### src/rtl/div_ctrl_pkg.sv
// div_ctrl_pkg: shared state encoding and iteration count for the DIV/DIVU sequencer
package div_ctrl_pkg;
   localparam int DIV_ITER = 32;
   typedef enum logic [1:0] {
      DIV_IDLE   = 2'd0,
      DIV_BYZERO = 2'd1,
      DIV_ON     = 2'd2,
      DIV_END    = 2'd3
   } div_state_e;
endpackage

### src/rtl/div_step.sv
// div_step: one radix-2 restoring iteration on the packed {remainder, quotient} pair
module div_step
   import div_ctrl_pkg::*;
#(
   parameter int WIDTH = DIV_ITER
) (
   input  logic [2*WIDTH-1:0] i_rq,
   input  logic [WIDTH-1:0]   i_divisor,
   output logic [2*WIDTH-1:0] o_rq
);
   logic [WIDTH:0] w_trial;
   // the remainder top bit shifted out must take part in the trial subtract
   assign w_trial = i_rq[2*WIDTH-1:WIDTH-1] - {1'b0, i_divisor};
   assign o_rq = w_trial[WIDTH] ? {i_rq[2*WIDTH-2:0], 1'b0}
                                : {w_trial[WIDTH-1:0], i_rq[WIDTH-2:0], 1'b1};
endmodule

### src/rtl/div_ctrl.sv
// div_ctrl: multi-cycle DIV/DIVU sequencer; stalls EX while a restoring divider runs
module div_ctrl
   import div_ctrl_pkg::*;
#(
   parameter int WIDTH = DIV_ITER
) (
   input  logic               clk,
   input  logic               resetn,
   input  logic               div_start,
   input  logic               div_signed,
   input  logic [WIDTH-1:0]   opdata1,
   input  logic [WIDTH-1:0]   opdata2,
   input  logic               annul,
   output logic [2*WIDTH-1:0] result,
   output logic               ready,
   output logic               stall
);
   localparam int CW = $clog2(WIDTH);
   div_state_e         r_state, w_next;
   logic [CW-1:0]      r_cnt;
   logic [WIDTH-1:0]   r_divisor;
   logic [2*WIDTH-1:0] r_rq, r_result, w_rq;
   logic               r_sign_q, r_sign_r;
   logic               w_last;
   logic [WIDTH-1:0]   w_mag1, w_mag2, w_rem, w_quo;
   div_step #(.WIDTH(WIDTH)) u_step (
      .i_rq      (r_rq),
      .i_divisor (r_divisor),
      .o_rq      (w_rq)
   );
   assign w_last = r_cnt == CW'(WIDTH - 1);
   assign w_mag1 = (div_signed & opdata1[WIDTH-1]) ? -opdata1 : opdata1;
   assign w_mag2 = (div_signed & opdata2[WIDTH-1]) ? -opdata2 : opdata2;
   assign w_rem  = r_sign_r ? -w_rq[2*WIDTH-1:WIDTH] : w_rq[2*WIDTH-1:WIDTH];
   assign w_quo  = r_sign_q ? -w_rq[WIDTH-1:0] : w_rq[WIDTH-1:0];
   assign result = r_result;
   always_comb begin
      w_next = r_state;
      case (r_state)
         DIV_IDLE:   w_next = !div_start ? DIV_IDLE : (opdata2 == '0) ? DIV_BYZERO : DIV_ON;
         DIV_BYZERO: w_next = DIV_END;
         DIV_ON:     w_next = w_last ? DIV_END : DIV_ON;
         default:    w_next = DIV_IDLE;
      endcase
      if (annul) w_next = DIV_IDLE;
      ready = (r_state == DIV_END) & ~annul;
      stall = resetn & div_start & ~annul & (r_state != DIV_END);
   end
   always_ff @(posedge clk or negedge resetn) begin
      if (!resetn) r_state <= DIV_IDLE;
      else         r_state <= w_next;
   end
   always_ff @(posedge clk or negedge resetn) begin
      if (!resetn) begin
         r_cnt     <= '0;
         r_divisor <= '0;
         r_rq      <= '0;
         r_result  <= '0;
         r_sign_q  <= 1'b0;
         r_sign_r  <= 1'b0;
      end else if (r_state == DIV_IDLE && div_start && !annul) begin
         r_rq      <= {{WIDTH{1'b0}}, w_mag1};
         r_divisor <= w_mag2;
         r_sign_q  <= div_signed & (opdata1[WIDTH-1] ^ opdata2[WIDTH-1]);
         r_sign_r  <= div_signed & opdata1[WIDTH-1];
         r_cnt     <= '0;
      end else if (r_state == DIV_ON && !annul) begin
         r_rq  <= w_rq;
         r_cnt <= r_cnt + 1'b1;
         if (w_last) r_result <= {w_rem, w_quo};
      end else if (r_state == DIV_BYZERO && !annul) begin
         r_result <= '0;
      end
   end
endmodule

### config.mk
export PLATFORM = sky130hd
export DESIGN_NAME = div_ctrl
export DESIGN_NICKNAME = d
export VERILOG_FILES = /design/src/rtl/div_ctrl_pkg.sv /design/src/rtl/div_step.sv /design/src/rtl/div_ctrl.sv
export SDC_FILE = /design/constraint.sdc
export NUM_CORES = 1
export LEC_CHECK = 0
export ABC_AREA = 1
export BUFFER_PORTS_ARGS = -buffer_cell sky130_fd_sc_hd__clkbuf_2
export CORE_ASPECT_RATIO = 1.1
export CORE_MARGIN = 3
export CORE_UTILIZATION = 50
export DETAILED_ROUTE_END_ITERATION = 10
export PLACE_DENSITY = 0.74
export SETUP_SLACK_MARGIN = 0.05
export SLEW_MARGIN = 20
export SYNTH_ARGS = -nofsm -noshare
export SYNTH_HDL_FRONTEND = slang
export SYNTH_HIERARCHICAL = 1
export SYNTH_SLANG_ARGS = --single-unit
### constraint.sdc
create_clock -name clk -period 3.95 [get_ports clk]
set_clock_uncertainty 0.2 [all_clocks]
set_input_delay 0.1975 -clock clk [delete_from_list [all_inputs] [get_ports clk]]
set_output_delay 0.1975 -clock clk [all_outputs]
set_load 0.05 [all_outputs]
; ---- After elaboration in Yosys (flattened, before gate mapping)
; Index checks and enable logic that the tools add are counted.
; W data, S select, Z words.
[op_classes]
bitwise_logic = 10
add_sub_neg = 6
mux = 17
n_eq_ne = 6
n_reduce_logical = 10
[op_table]
columns = operator, n
row1 = $mux W64, 6
row2 = $mux W32, 4
row3 = $neg A32 Y32, 4
row4 = $sub A33 B32 Y33, 1
row5 = $logic_not A32 Y1, 1
row6 = $mux W5, 2
row7 = $and A1 B1 Y1, 7
row8 = $mux W2, 3
row9 = $pmux W2 S3, 1
row10 = $add A5 B1 Y5 const B, 1
row11 = $eq A5 B5 Y1 const B, 1
row12 = $eq A2 B2 Y1 const B, 2
row13 = $logic_and A1 B1 Y1, 4
row14 = $ne A2 B2 Y1 const B, 2
row15 = $reduce_bool A2 Y1, 2
row16 = $reduce_and A3 Y1, 1
row17 = $eq A2 B1 Y1 const B, 1
row18 = $logic_not A2 Y1, 1
row19 = $not A1 Y1, 2
row20 = $logic_not A1 Y1, 1
row21 = $mux W1, 1
row22 = $xor A1 B1 Y1, 1
[word_totals]
register_bits = 169
output_inout_bits = 66

; ---- Logic depth before layout (Yosys ltp)
[depth]
ltp_word = 6
ltp_mapped = 27
mapped_depth_nobuf = 26

; ---- By module
; The synthesis kept the hierarchy.
[modules_own_cells]
columns = mod, instances, area_each_um2, cells_per_inst
row1 = div_ctrl, 1, 10383.7, 1531
row2 = div_step, 1, 3383.2, 711

; ---- Worst setup path after synthesis
; No wires, ideal clock.
[synth_timing]
path_type = flip-flop to flip-flop
from = register r_rq[31]
to = register r_result[54] (netlist: result[54])
path_buffers = 1
t_required_ns = 3.630
t_arrival_ns = 3.010
path_slack_ns = 0.621
synth_period_minus_slack_ns = 3.329
stages_incl_launch_ff = 26
path_cell_list = dfrtp_1 -> inv_1 -> ha_1 -> fa_1 -> inv_1 -> nand2_1 -> nand2_1 -> nand3_1 -> nand2_2 -> nand2_1 -> nand2_2 -> nand2_2 -> nand3_1 -> nand2_4 -> buf_4 -> nand2_1 -> nand2_1 -> inv_1 -> ha_1 -> nand4_1 -> nand2_1 -> nand2_1 -> nor2_4 -> nand2_1 -> nor2_1 -> o21ai_2
[synth_between]
elab_chain_len = 6
[synth_lines]
columns = element, line_no
row1 = "start, declared", div_ctrl.sv:22  ; logic [2*WIDTH-1:0] r_rq, r_result, w_rq;
row2 = "start signal, assigned", div_ctrl.sv:62  ; r_rq <= {{WIDTH{1'b0}}, w_mag1};
row3 = "start signal, assigned", div_ctrl.sv:68  ; r_rq <= w_rq;
row4 = $sub A33 B32 Y33, div_step.sv:13  ; assign w_trial = i_rq[2*WIDTH-1:WIDTH-1] - {1'b0, i_divisor};
row5 = $mux W64, div_step.sv:14  ; assign o_rq = w_trial[WIDTH] ? {i_rq[2*WIDTH-2:0], 1'b0}
row6 = net w_rq[33], div_ctrl.sv:22
row7 = $neg A32 Y32, div_ctrl.sv:34  ; assign w_rem = r_sign_r ? -w_rq[2*WIDTH-1:WIDTH] : w_rq[2*WIDTH-1:WIDTH];
row8 = $mux W32, div_ctrl.sv:34
row9 = $mux W64, div_ctrl.sv:70  ; if (w_last) r_result <= {w_rem, w_quo};
row10 = $mux W64, div_ctrl.sv:67  ; end else if (r_state == DIV_ON && !annul) begin
row11 = "end signal, assigned", div_ctrl.sv:70
row12 = "end, declared", div_ctrl.sv:22
; The timed path passes the listed nets, and every way through them passes these cells. The select of a mux whose other input is x is not followed.
; A chain may end at the register's enable or synchronous reset.

; ---- Worst setup path after layout
[layout_timing]
from = register r_rq[46]
to = register r_result[54] (netlist: result[54])
; Same word-level chain as after synthesis.

==> results by group <==
Power and ir drop
  – Net Sw Frac: 50.05%
  – Total power: about 9.2 mW
  – Sequential power share: between 20% and 30%
  – VDD IR max: 0.0002782 V
  – Clock share of power: a little over a fifth
  – PD cells: around 580 nW/µm²
  – Switching power total: ~4.6 mW
  – Cell Int Power: about 4.6 mW
  – Pleak: roughly 8.6 nW
  – Fraction of power consumed by combinational cells: 54.5%

Route
  – Initial DRC count: 1243
  – Via-to-Cell Ratio: roughly 5.4
  – Final WL: 46100 µm
  – Antenna-violating nets left: 0
  – Vias: roughly 15000
  – # DRC: 0
  – DR pass1 iterations: 5
  – Avg WL per Cell: between 15 and 20 µm

Logic synthesis
  – Async SR Flop Fraction: 100.0%
  – Adder-cell share of the synthesized area: under 10%
  – Cell taking the most area after synthesis: dfrtp_1
  – Synth unique cells: 40
  – Seq/Total Area, Yosys: 30.72%
  – #FFs+latches synth: around 170
  – Post-synth EDFFs: 0
  – Most common cell in the synthesized netlist: nand2_1
  – Post-synthesis mux area share: 0%
  – Syn Std Cell Area: around 14000 µm²
  – Main synth FF type: dfrtp_1
  – Synth Area in Simple Gates: ~39%
  – Synth Warn #: 6
  – Post-Syn Instances: about 2200
  – Synth Area in Compound Gates: between 10 and 15%
  – Yosys top cell area share: a little under a third
  – Top post-synthesis cells by area: dfrtp_1 31%, nand2_1 23%, inv_1 7.6%
  – Synthesized net count: around 2400
  – Synth Area in XOR/XNOR: under 10%
  – Top post-synthesis cells by count: 828 x nand2_1, 279 x inv_1, 200 x nor2_1, 183 x nand3_1, 169 x dfrtp_1
  – Syn avg cell area: about 6 µm²
  – Largest family of logic cells by synthesized area: simple AND/OR/NAND/NOR gates

Timing
  – Achievable Freq: about 0.27 GHz
  – Final count of pins violating max slew: 0
  – Setup ws final: ~0.29 ns
  – Final worst-path cycle share: slightly above 90%
  – Final min period: 3.661 ns
  – Final hold vios: 0
  – RSZ-0062 raised after global routing: false
  – Worst slew pin tran: roughly 1.1 ns
  – Setup TNS: 0 ns
  – Relative slew slack: between 20% and 30%
  – Setup Viol. Count Final: 0

Clock tree
  – Num CTS Buffers: 17
  – Clock buffer depth: 2
  – Root buffer cell: clkbuf_16
  – CTS tree: yes
  – Clk slew on worst S/H paths: 0.08 ns
  – Number of clock sinks: around 170
  – H-tree lvl count: 4
  – Clk_lat worst skew: between 0.4 and 0.5 ns

Placed design
  – Gpl congestion: 0.9872
  – Dpl ws: about 0.12 ns
  – Detailed Place HPWL: around 35000 µm
  – Port-buffer cells: ~130

Setup path
  – Crit Path Class: reg -> reg
  – Crit path max fanout: 16
  – Critical Path RT: slightly above 4 ns
  – WP data arrival: between 3 and 4 ns
  – Slowest CP cell: dfrtp_1
  – Crit-path most repeated cell: nand2_1
  – CP startpoint kind: flop
  – R2R depth: 23
  – CP max stage delay: 0.45 ns
  – Critical-path cell list: ha_1 > nand2_1 > inv_1 > nand2_1 > inv_1 > a21oi_1 > nand2_2 > nand2_2 > nand2_2 > nand2_2 > nand2_8 > nand2_1 > nand2_1 > inv_1 > ha_2 > nand4_1 > nand2_2 > nand2_2 > nor2_4 > nand2_1 > nand2_1 > nand2_1 > o21ai_2
  – Critical path endpoint category: flop

GRT
  – Vias in the first global route: between 10000 and 15000
  – Total global routing overflow: 0
  – Total global-route track usage: approximately 31%
  – Largest net degree at the start of global routing: roughly 120
  – First-pass GRT wire length: 73710 µm
  – Initial antenna violation count: 0

Floorplanning
  – Chip width: 164.2 µm
  – FP Rows: 63
  – Io pins: 135
  – Full die area: approximately 30000 µm²
  – Total core area: about 27000 µm²
  – Starting Density: 50.92%
  – Die H: around 180 µm

Run status
  – Status: finished clean

Cells and area
  – Register area: ~4200 µm²
  – Area Growth Syn to Fin: 15.08%
  – Final design utilization: between 50% and 60%
  – Multi-input gate area: 8035 µm²
  – Layout cells sized above 1: between 10 and 15%
  – Fillers: approximately 2700
  – Layout Nets: 2490

Flow run
  – MaxCap Viol Count: 0

Min path
  – Hold/Removal Path Class: in -> reg
  – Worst hold path stage count: 5
==> logic make-up after synthesis <==
kind of cell / count (synthesis)
compound gates: 293
xor+xnor: 39
fa+ha+maj: 44
buf+inv: 384
flops: 169
simple gates: 1313
==> layout by cell type (no fill, tap or decap), types with 17 or more instances in the layout <==
master / count
inv_1: 276
clkbuf_2: 133
dfrtp_1: 169
nor2_1: 189
ha_1: 40
buf_4: 27
clkbuf_16: 17
xor2_1: 32
nand4_1: 39
o21ai_0: 162
nand2_1: 822
nand2_2: 17
dlygate4sd3_1: 49
nand3_1: 181
nor3_1: 20
a21oi_1: 95
==> registers in the layout, summed over array words and instances, names as in the netlist <==
| register | flops |
|---|---|
| r_rq | 64 |
| r_divisor | 32 |
| r_sign_q | 1 |
| r_cnt | 5 |
| r_state | 2 |
| r_sign_r | 1 |
| result | 64 |
==> final timing paths <==
kind	endpoint	slack, ns	start
max	result[54]	0.29	r_rq[46]
min	r_rq[31]	0.003	opdata1[31]
max reg2reg	result[54]	0.29	r_rq[46]
min reg2reg	result[12]	0.28	result[12]
max in group asynchronous	result[22]	2.52	resetn
min in group asynchronous	r_divisor[25]	0.07	resetn
==> metrics by stage <==
stage	instances	hold WS, ns	cell area, µm²
2_1_floorplan	2242	-0.2981	13770
3_3_place_gp	2659	-0.01942	14500
3_5_place_dp	2659	-0.008474	14500
4_1_cts	2740	0.004365	15640
5_1_grt	2747	0.02463	15840
6_report	2748	0.003017	15840
==> worst max-delay path, delay by kind of cell (launching register included) <==
| kind | cells | cell delay (ns) |
|---|---|---|
| fa+ha+maj | 2 | 0.59 |
| compound gates | 2 | 0.30 |
| simple gates | 16 | 1.83 |
| buf+inv | 3 | 0.22 |
| flops | 1 | 0.45 |
==> power by group through the flow <==
stage          logic [mW]  clock network [mW]  registers, mW
2_1_floorplan        3.53                   0           2.16
3_3_place_gp         4.56                   0           2.29
3_5_place_dp         4.62                   0           2.30
4_1_cts              4.69                1.93           2.27
5_1_grt              5.64                2.01           2.30
6_report             5.02                1.92           2.28
==> layer usage <==
metal	GRT usage [%]	wire [µm]	vias up
li1	-	-	7341
met1	36.04	17780	6797
met2	55.60	23320	537
met3	4.644	2376	160
met4	16.35	2617	0
met5	0	0	-
==> area by class of cell <==
class                           instances  share of cell area (%)
Antenna cell                            1                 0.01580
Clock buffer                           17                   2.685
Clock inverter                         15                   1.445
Inverter                              288                   6.847
Multi-Input combinational cell       1690                   50.72
Sequential cell                       169                   26.69
Tap cell                              357                   2.819
Timing Repair Buffer                  211                   8.774
==> timing repair <==
| item | in CTS | in global routing |
|---|---|---|
| endpoints found under the hold margin | 95 | 0 |
| hold buffers | 49 | 0 |
| setup buffers | 0 | 6 |
| setup endpoints to repair | 0 | 36 |
| gates resized for setup | 0 | 43 |
No activity file was read; power rests on OpenSTA's default activity.
